[src/rtl/key_event_queue.sv]
// Decodes PS/2 code pairs into make events and queues {code, step} for the rotor datapath.
// Latency: an accepted make at edge N is visible at the FIFO head after edge N.
// Backpressure: out_valid/out_ready pop; a push into a full FIFO without a same-cycle pop is dropped and sets overflow.
module key_event_queue #(
  parameter int DEPTH         = 8,
  parameter int STEP_W        = 6,
  parameter int STEP_MOD      = 26,
  parameter int FILTER_REPEAT = 1
) (
  input  logic                     clk,
  input  logic                     rst,
  input  logic                     kc_valid,
  input  logic [15:0]              keycode,
  input  logic                     mode,
  output logic                     out_valid,
  output logic [7:0]               out_code,
  output logic [STEP_W-1:0]        out_step,
  input  logic                     out_ready,
  output logic [$clog2(DEPTH):0]   level,
  output logic                     full,
  output logic                     empty,
  output logic                     overflow,
  output logic [STEP_W-1:0]        step
);

  localparam int AW = $clog2(DEPTH);

  typedef enum logic {S_IDLE, S_HELD} dec_state_e;

  dec_state_e          state_q, state_d;
  logic [7:0]          held_q, held_d;
  logic [AW:0]         wr_q, wr_d, rd_q, rd_d;
  logic                ovf_q, ovf_d;
  logic [STEP_W-1:0]   step_q, step_d;

  logic [7:0]          mem_code [DEPTH];
  logic [STEP_W-1:0]   mem_step [DEPTH];

  logic is_prefix, is_break, is_make, same_held, accept;
  logic push_req, push, pop;

  // Classify the incoming code pair; F0/E0 in the latest byte are bare prefixes.
  always_comb begin
    is_prefix = (keycode[7:0] == 8'hF0) || (keycode[7:0] == 8'hE0);
    is_break  = !is_prefix && (keycode[15:8] == 8'hF0);
    is_make   = !is_prefix && !is_break;
    same_held = (state_q == S_HELD) && (keycode[7:0] == held_q);
    // A repeat of the held key is a typematic repeat, dropped when filtering.
    accept    = is_make && (!same_held || (FILTER_REPEAT == 0));
  end

  // Decoder next state: tracks the held key regardless of mode or FIFO space.
  always_comb begin
    state_d = state_q;
    held_d  = held_q;
    if (kc_valid) begin
      if (is_make) begin
        state_d = S_HELD;
        held_d  = keycode[7:0];
      end else if (is_break && same_held) begin
        state_d = S_IDLE;
      end
    end
  end

  // FIFO pointer, overflow and step-counter next state.
  always_comb begin
    push_req = kc_valid && accept && !mode;
    pop      = out_valid && out_ready;
    // When full, a push only lands if the head is leaving in the same cycle.
    push     = push_req && (!full || pop);
    wr_d     = wr_q + {{AW{1'b0}}, push};
    rd_d     = rd_q + {{AW{1'b0}}, pop};
    ovf_d    = ovf_q | (push_req && full && !pop);
    step_d   = step_q;
    if (mode) begin
      step_d = '0;
    end else if (push) begin
      step_d = (step_q == STEP_W'(STEP_MOD - 1)) ? '0 : step_q + 1'b1;
    end
  end

  // State registers with synchronous reset.
  always_ff @(posedge clk) begin
    if (rst) begin
      state_q <= S_IDLE;
      held_q  <= 8'h00;
      wr_q    <= '0;
      rd_q    <= '0;
      ovf_q   <= 1'b0;
      step_q  <= '0;
    end else begin
      state_q <= state_d;
      held_q  <= held_d;
      wr_q    <= wr_d;
      rd_q    <= rd_d;
      ovf_q   <= ovf_d;
      step_q  <= step_d;
    end
  end

  // Entry storage; contents are only meaningful between the pointers, so no reset.
  always_ff @(posedge clk) begin
    if (push) begin
      mem_code[wr_q[AW-1:0]] <= keycode[7:0];
      mem_step[wr_q[AW-1:0]] <= step_q;
    end
  end

  // Occupancy comes from the pointer difference; the extra bit separates full from empty.
  always_comb begin
    level     = wr_q - rd_q;
    full      = (level == (AW+1)'(DEPTH));
    empty     = (level == '0);
    out_valid = !empty;
    out_code  = mem_code[rd_q[AW-1:0]];
    out_step  = mem_step[rd_q[AW-1:0]];
    overflow  = ovf_q;
    step      = step_q;
  end

endmodule
[config.mk]
export PLATFORM = sky130hd
export DESIGN_NAME = key_event_queue
export DESIGN_NICKNAME = d
export VERILOG_FILES = /design/src/rtl/key_event_queue.sv
export SDC_FILE = /design/constraint.sdc
export NUM_CORES = 1
export LEC_CHECK = 0
export CAP_MARGIN = 10
export CORE_MARGIN = 4
export CORE_UTILIZATION = 57
export CTS_CLUSTER_SIZE = 16
export DETAILED_ROUTE_END_ITERATION = 8
export PLACE_DENSITY_LB_ADDON = 0.15
export SLEW_MARGIN = 15
export SYNTH_ARGS = -nofsm -noshare
export SYNTH_HDL_FRONTEND = slang
export SYNTH_SLANG_ARGS = --single-unit
[constraint.sdc]
create_clock -name clk -period 4.75 [get_ports clk]
set_clock_uncertainty 0.1 [all_clocks]
set_input_delay 0.95 -clock clk [delete_from_list [all_inputs] [get_ports clk]]
set_output_delay 0.95 -clock clk [all_outputs]
set_load 0.01 [all_outputs]
# Yosys cells after proc, flatten, opt, wreduce, memory -nomap -nowiden
# Memory sizes are Yosys's and may differ from the RTL's. A register that Yosys moved wholly into a read port is not among the register bits.
# Index checks and enable logic that the tools add are counted.
# totals
ff_bits	24
ramBits	112
in_bits	21
output_inout_bits	28
memories	2
# mem_list
name	depth	word_bits	rd	rd_clocked_by_memory_dff	write_ports	line_no	rtl
mem_code	8	8	1	1	1	36	logic [7:0] mem_code [DEPTH];
mem_step	8	6	1	1	1	37	logic [STEP_W-1:0] mem_step [DEPTH];
# classes
add_sub_neg	4
n_eq_ne	6
mux	7
bitwise_logic	1
n_reduce_logical	25
# ops
operator	count
8-bit == test (second input constant)	3
1-bit logical AND	11
4-bit by 1-bit adder with 4-bit output	2
8-bit == test	1
1-bit zero test	7
6-bit by 1-bit adder with 6-bit output (second input constant)	1
6-bit by 5-bit == test with 1-bit output (second input constant)	1
3-bit two-way mux	2
6-bit two-way mux	1
4-bit == test (second input constant)	1
4-bit zero test	1
1-bit two-way mux	4
2-bit AND reduction	2
4-bit subtractor	1
1-bit logical OR	2
2-bit nonzero test	1
2-bit OR reduction	1
1-bit bitwise OR	1

# Logic depth before layout (Yosys ltp)
# depth
ltp_word	12
ltp_mapped	14

# Worst setup path after synthesis
# OpenSTA, ideal clock, no wires.
# synth_path
path_type	flip-flop to flip-flop
startpoint	reg rd_q[1]
endpoint	mem mem_code[2][0], enable pin
t_arrival_ns	3.666
setup_slack_ns	0.557
stages_incl_launch_ff	10
path_buffers	2
synth_period_minus_slack_ns	4.193
path_cell_list	dfxtp_1 clkbuf_1 inv_1 fa_1 xor2_1 or3_4 or4_4 nand4b_4 buf_6 nor4b_1
# synth_via
elab_chain_len	8
# synth_rtl
element	line_no	rtl
start: declaration	32	logic [AW:0] wr_q, wr_d, rd_q, rd_d;
start signal: assignment	96	rd_q <= rd_d;
4-bit subtractor (*)	112	level = wr_q - rd_q;
net level[2]	19	output logic [$clog2(DEPTH):0] level,
4-bit zero test	114	empty = (level == '0);
1-bit zero test	115	out_valid = !empty;
1-bit logical AND	69	pop = out_valid && out_ready;
1-bit logical OR (*)	71	push = push_req && (!full || pop);
1-bit logical AND (*)	71	
1-bit two-way mux (*)	104	if (push) begin
1-bit two-way mux (implied by the code) (*)	105	mem_code[wr_q[AW-1:0]] <= keycode[7:0];
end: declaration	36	
# The timed path passes the listed nets; every way through them passes the cells marked *.

# Final worst setup path
# layout_path
startpoint	reg wr_q[0]
endpoint	out empty
# layout_via
elab_chain_len	2
# layout_rtl
element	line_no	rtl
start: declaration	32	
start signal: assignment	95	wr_q <= wr_d;
4-bit subtractor	112	
4-bit zero test	114	
end: declaration	21	output logic empty,
# Every way passes these cells.

==> impl_metrics.json <==
{
  "critPathTopFamily": "buffers and inverters",
  "critPathBufInv": 4,
  "cts_tree": "built",
  "max-cap-violations": 0,
  "hold_class": "reg -> reg",
  "yosysWarnings": 0,
  "peakVddDrop_mv": 0.410,
  "drtAntennaViolNets": 0,
  "instances_no_fill": 551,
  "yosysSeqAreaShare_pct": 69.4,
  "nets": 440,
  "critPathMaxStageDelay_ps": 530,
  "drt_iter0_markers": 198,
  "antenna_found_initial": 0,
  "synthArstFlopShare_pct": 0,
  "wl_mm": 10.9,
  "clk_pin_slew_ps": 60,
  "postCtsSetupRepairBufs": 0,
  "grt_usage_pct": 21.3,
  "num_vias": 3103,
  "grt_pass1_vias": 3230,
  "fin_util_pct": 72.7,
  "die_w_um": 107,
  "cts_buffers": 17,
  "synth_area_sq_um": 5540,
  "drcViolationCount": 0,
  "pre_cts_ws_ps": 632,
  "cts.repair.resized": 0,
  "postSynthNetCount": 374,
  "drv_slew": 0,
  "fin_tns_setup_ps": 0,
  "wl_per_cell_um": 19.8,
  "hold_buffers": 0,
  "hold_viol": 0,
  "grt_overflow": 0,
  "synth_cell_types": 39,
  "htree_levels": 4,
  "grt_max_degree": 31,
  "cts.sinks": 136,
  "die_area_sq_um": 11400,
  "routabilityCongestion": 0.775,
  "nFillCells": 613,
  "syn_inst": 343,
  "setup_viol": 0,
  "rsz0062_at_grt": "false",
  "worstSetupPathType": "reg -> out",
  "cp.arrival_ps": 3120,
  "num_io_pins": 49,
  "timing.fmax_mhz": 240,
  "io_buffers": 48,
  "fin_crit_ps": 4170,
  "initial_utilization_pct": 59.1,
  "crit_required_ps": 3700,
  "via_per_inst": 5.63,
  "ys.flop_type": "edfxtp_1",
  "setup_ws_ps": 579,
  "outcome": "completed",
  "dp_cells": 519,
  "hpwl_mm": 6.46,
  "core-area_sq_um": 9370,
  "relSlewSlack_pct": 37.6,
  "cp_cell_sequence": "inv_1 > ha_1 > inv_1 > fa_1 > or3_4 > or2_2 > inv_1 > clkdlybuf4s50_1",
  "start_kind": "flop",
  "syn_area_per_cell_sq_um": 16.2,
  "drt_first_pass_iters": 4,
  "p_leak_nw": 2.40,
  "synth_edf_count": 112,
  "crit_path_max_fanout": 6,
  "cts_buffer_depth": 2,
  "num_rows": 35,
  "ys_ff_latch": 136,
  "fin_crit_sh_pct": 87.8,
  "crit_path_frequent_cell": "inv_1",
  "slowest_stage": "clkdlybuf4s50_1",
  "clk_root_buffer_cell": "clkbuf_8",
  "max_slew.worst_pin.slew_ps": 934,
  "grt_pass1_wl_mm": 18.0,
  "powerDensity_nw_per_um2": 482,
  "die_h_um": 107,
  "drive_above_1_share_pct": 20.6,
  "syn2layout_area_growth_pct": 23.0,
  "n_antenna_cell": 0,
  "clk_latency_ps": 510,
  "crit_path_end_kind": "output pin"
}
==> registers in the layout, indices dropped and copies added, names as in the netlist <==
register	count
rd_q	4
step	6
state_q	1
mem_code	64
overflow	1
held_q	8
wr_q	4
mem_step	48
==> per-layer routing <==
layer,track usage (%),share of wire [%],vias to the layer above
li1,-,-,1434
met1,29.7,44,1540
met2,34.4,50,119
met3,4.88,5.4,10
met4,5.66,1.1,0
met5,0,0,-
==> placed cells by master, fill, tap and decap left out, types with 2 or more instances in the layout <==
master,count
a21oi_1,11
buf_4,14
clkbuf_1,2
clkbuf_16,18
clkdlybuf4s50_1,48
clkinv_4,3
dfxtp_1,23
edfxtp_1,112
ha_1,9
inv_1,12
inv_4,4
inv_6,3
mux2i_1,8
mux4_2,28
nand2_1,48
nand3_1,4
nor2_1,14
nor2b_1,5
nor3_2,2
nor3b_2,2
nor4_1,2
nor4b_2,2
o21ai_0,3
or2_2,4
or3_1,5
or4_1,2
xnor2_1,3
xor2_1,11
==> cells in the mapped netlist, types with 2 or more instances <==
cell type	number	area (sq um)
a21oi_1	11	55.1
nor3_1	3	15.0
or4_1	2	15.0
nand2_1	48	180
o21ai_0	3	15.0
nor2b_1	5	31.3
ha_1	9	113
mux2i_1	8	80.1
or2_2	4	25.0
edfxtp_1	112	3360
xor2_1	11	96.3
buf_2	4	20.0
clkbuf_1	7	26.3
or3_1	5	31.3
nand3_1	4	20.0
nor3b_1	2	15.0
buf_1	3	11.3
nor2_1	14	52.6
nor4b_1	3	26.3
mux4_2	28	631
inv_1	12	45.0
nor4_1	3	18.8
dfxtp_1	24	480
xnor2_1	3	26.3
==> cells by family (layout without fill, tap and decap cells) <==
family                   count (synthesis)  count (layout)  share of synthesized area (%)
AO/OA/AOI/OAI                           18              18                           1.76
adder cells (fa/ha/maj)                 10              10                           2.39
AND/OR/NAND/NOR                        102             102                           9.39
buffers and inverters                   27             106                           2.05
XOR/XNOR                                14              14                           2.21
flip-flops                             136             136                           69.4
multiplexers                            36              36                           12.8
==> power by group <==
part / leakage, nW / total, W / internal (W) / switching, W
clock network: 0.279 / 0.00120 / 0.000711 / 0.000492
logic: 0.883 / 0.000748 / 0.000416 / 0.000332
registers: 1.23 / 0.00134 / 0.00132 / 0.0000173
total: 2.40 / 0.00329 / 0.00245 / 0.000841
==> metrics by stage <==
stage | hold slack [ps] | area [sq um] | power (W)
after floorplan | 354 | 5540 | 0.00182
after global placement | 337 | 6260 | 0.00211
after detailed placement | 353 | 6260 | 0.00212
after CTS | 366 | 6810 | 0.00332
after global routing | 380 | 6810 | 0.00345
final | 359 | 6810 | 0.00329
==> worst paths after layout <==
kind	start	end	slack [ps]	cells after the start
worst min-delay path	overflow	overflow	360	2
worst max register to register	wr_q[0]	mem_code[2][7]	1290	10
worst min register to register	overflow	overflow	360	2
worst max-delay path	wr_q[0]	empty	580	8
==> layout make-up <==
type	instances	area, sq um	area share (%)
sequential	136	3840	56.4
timing repair buffer	62	586	8.59
tap	129	161	2.37
clock inverter	11	82.6	1.21
clock buffer	21	472	6.92
multi-input combinational	180	1620	23.8
inverter	12	45.0	0.661
==> worst register-to-register path, delay by kind of cell, from the launching register on <==
kind	cells	cell delay, ps
and+or+nand+nor	4	1420
adders and majority gates	2	530
xor gates and xnor gates	1	230
DFF	1	400
buffers and inverters	3	490
Note: power is estimated with default switching activity, not from simulation.
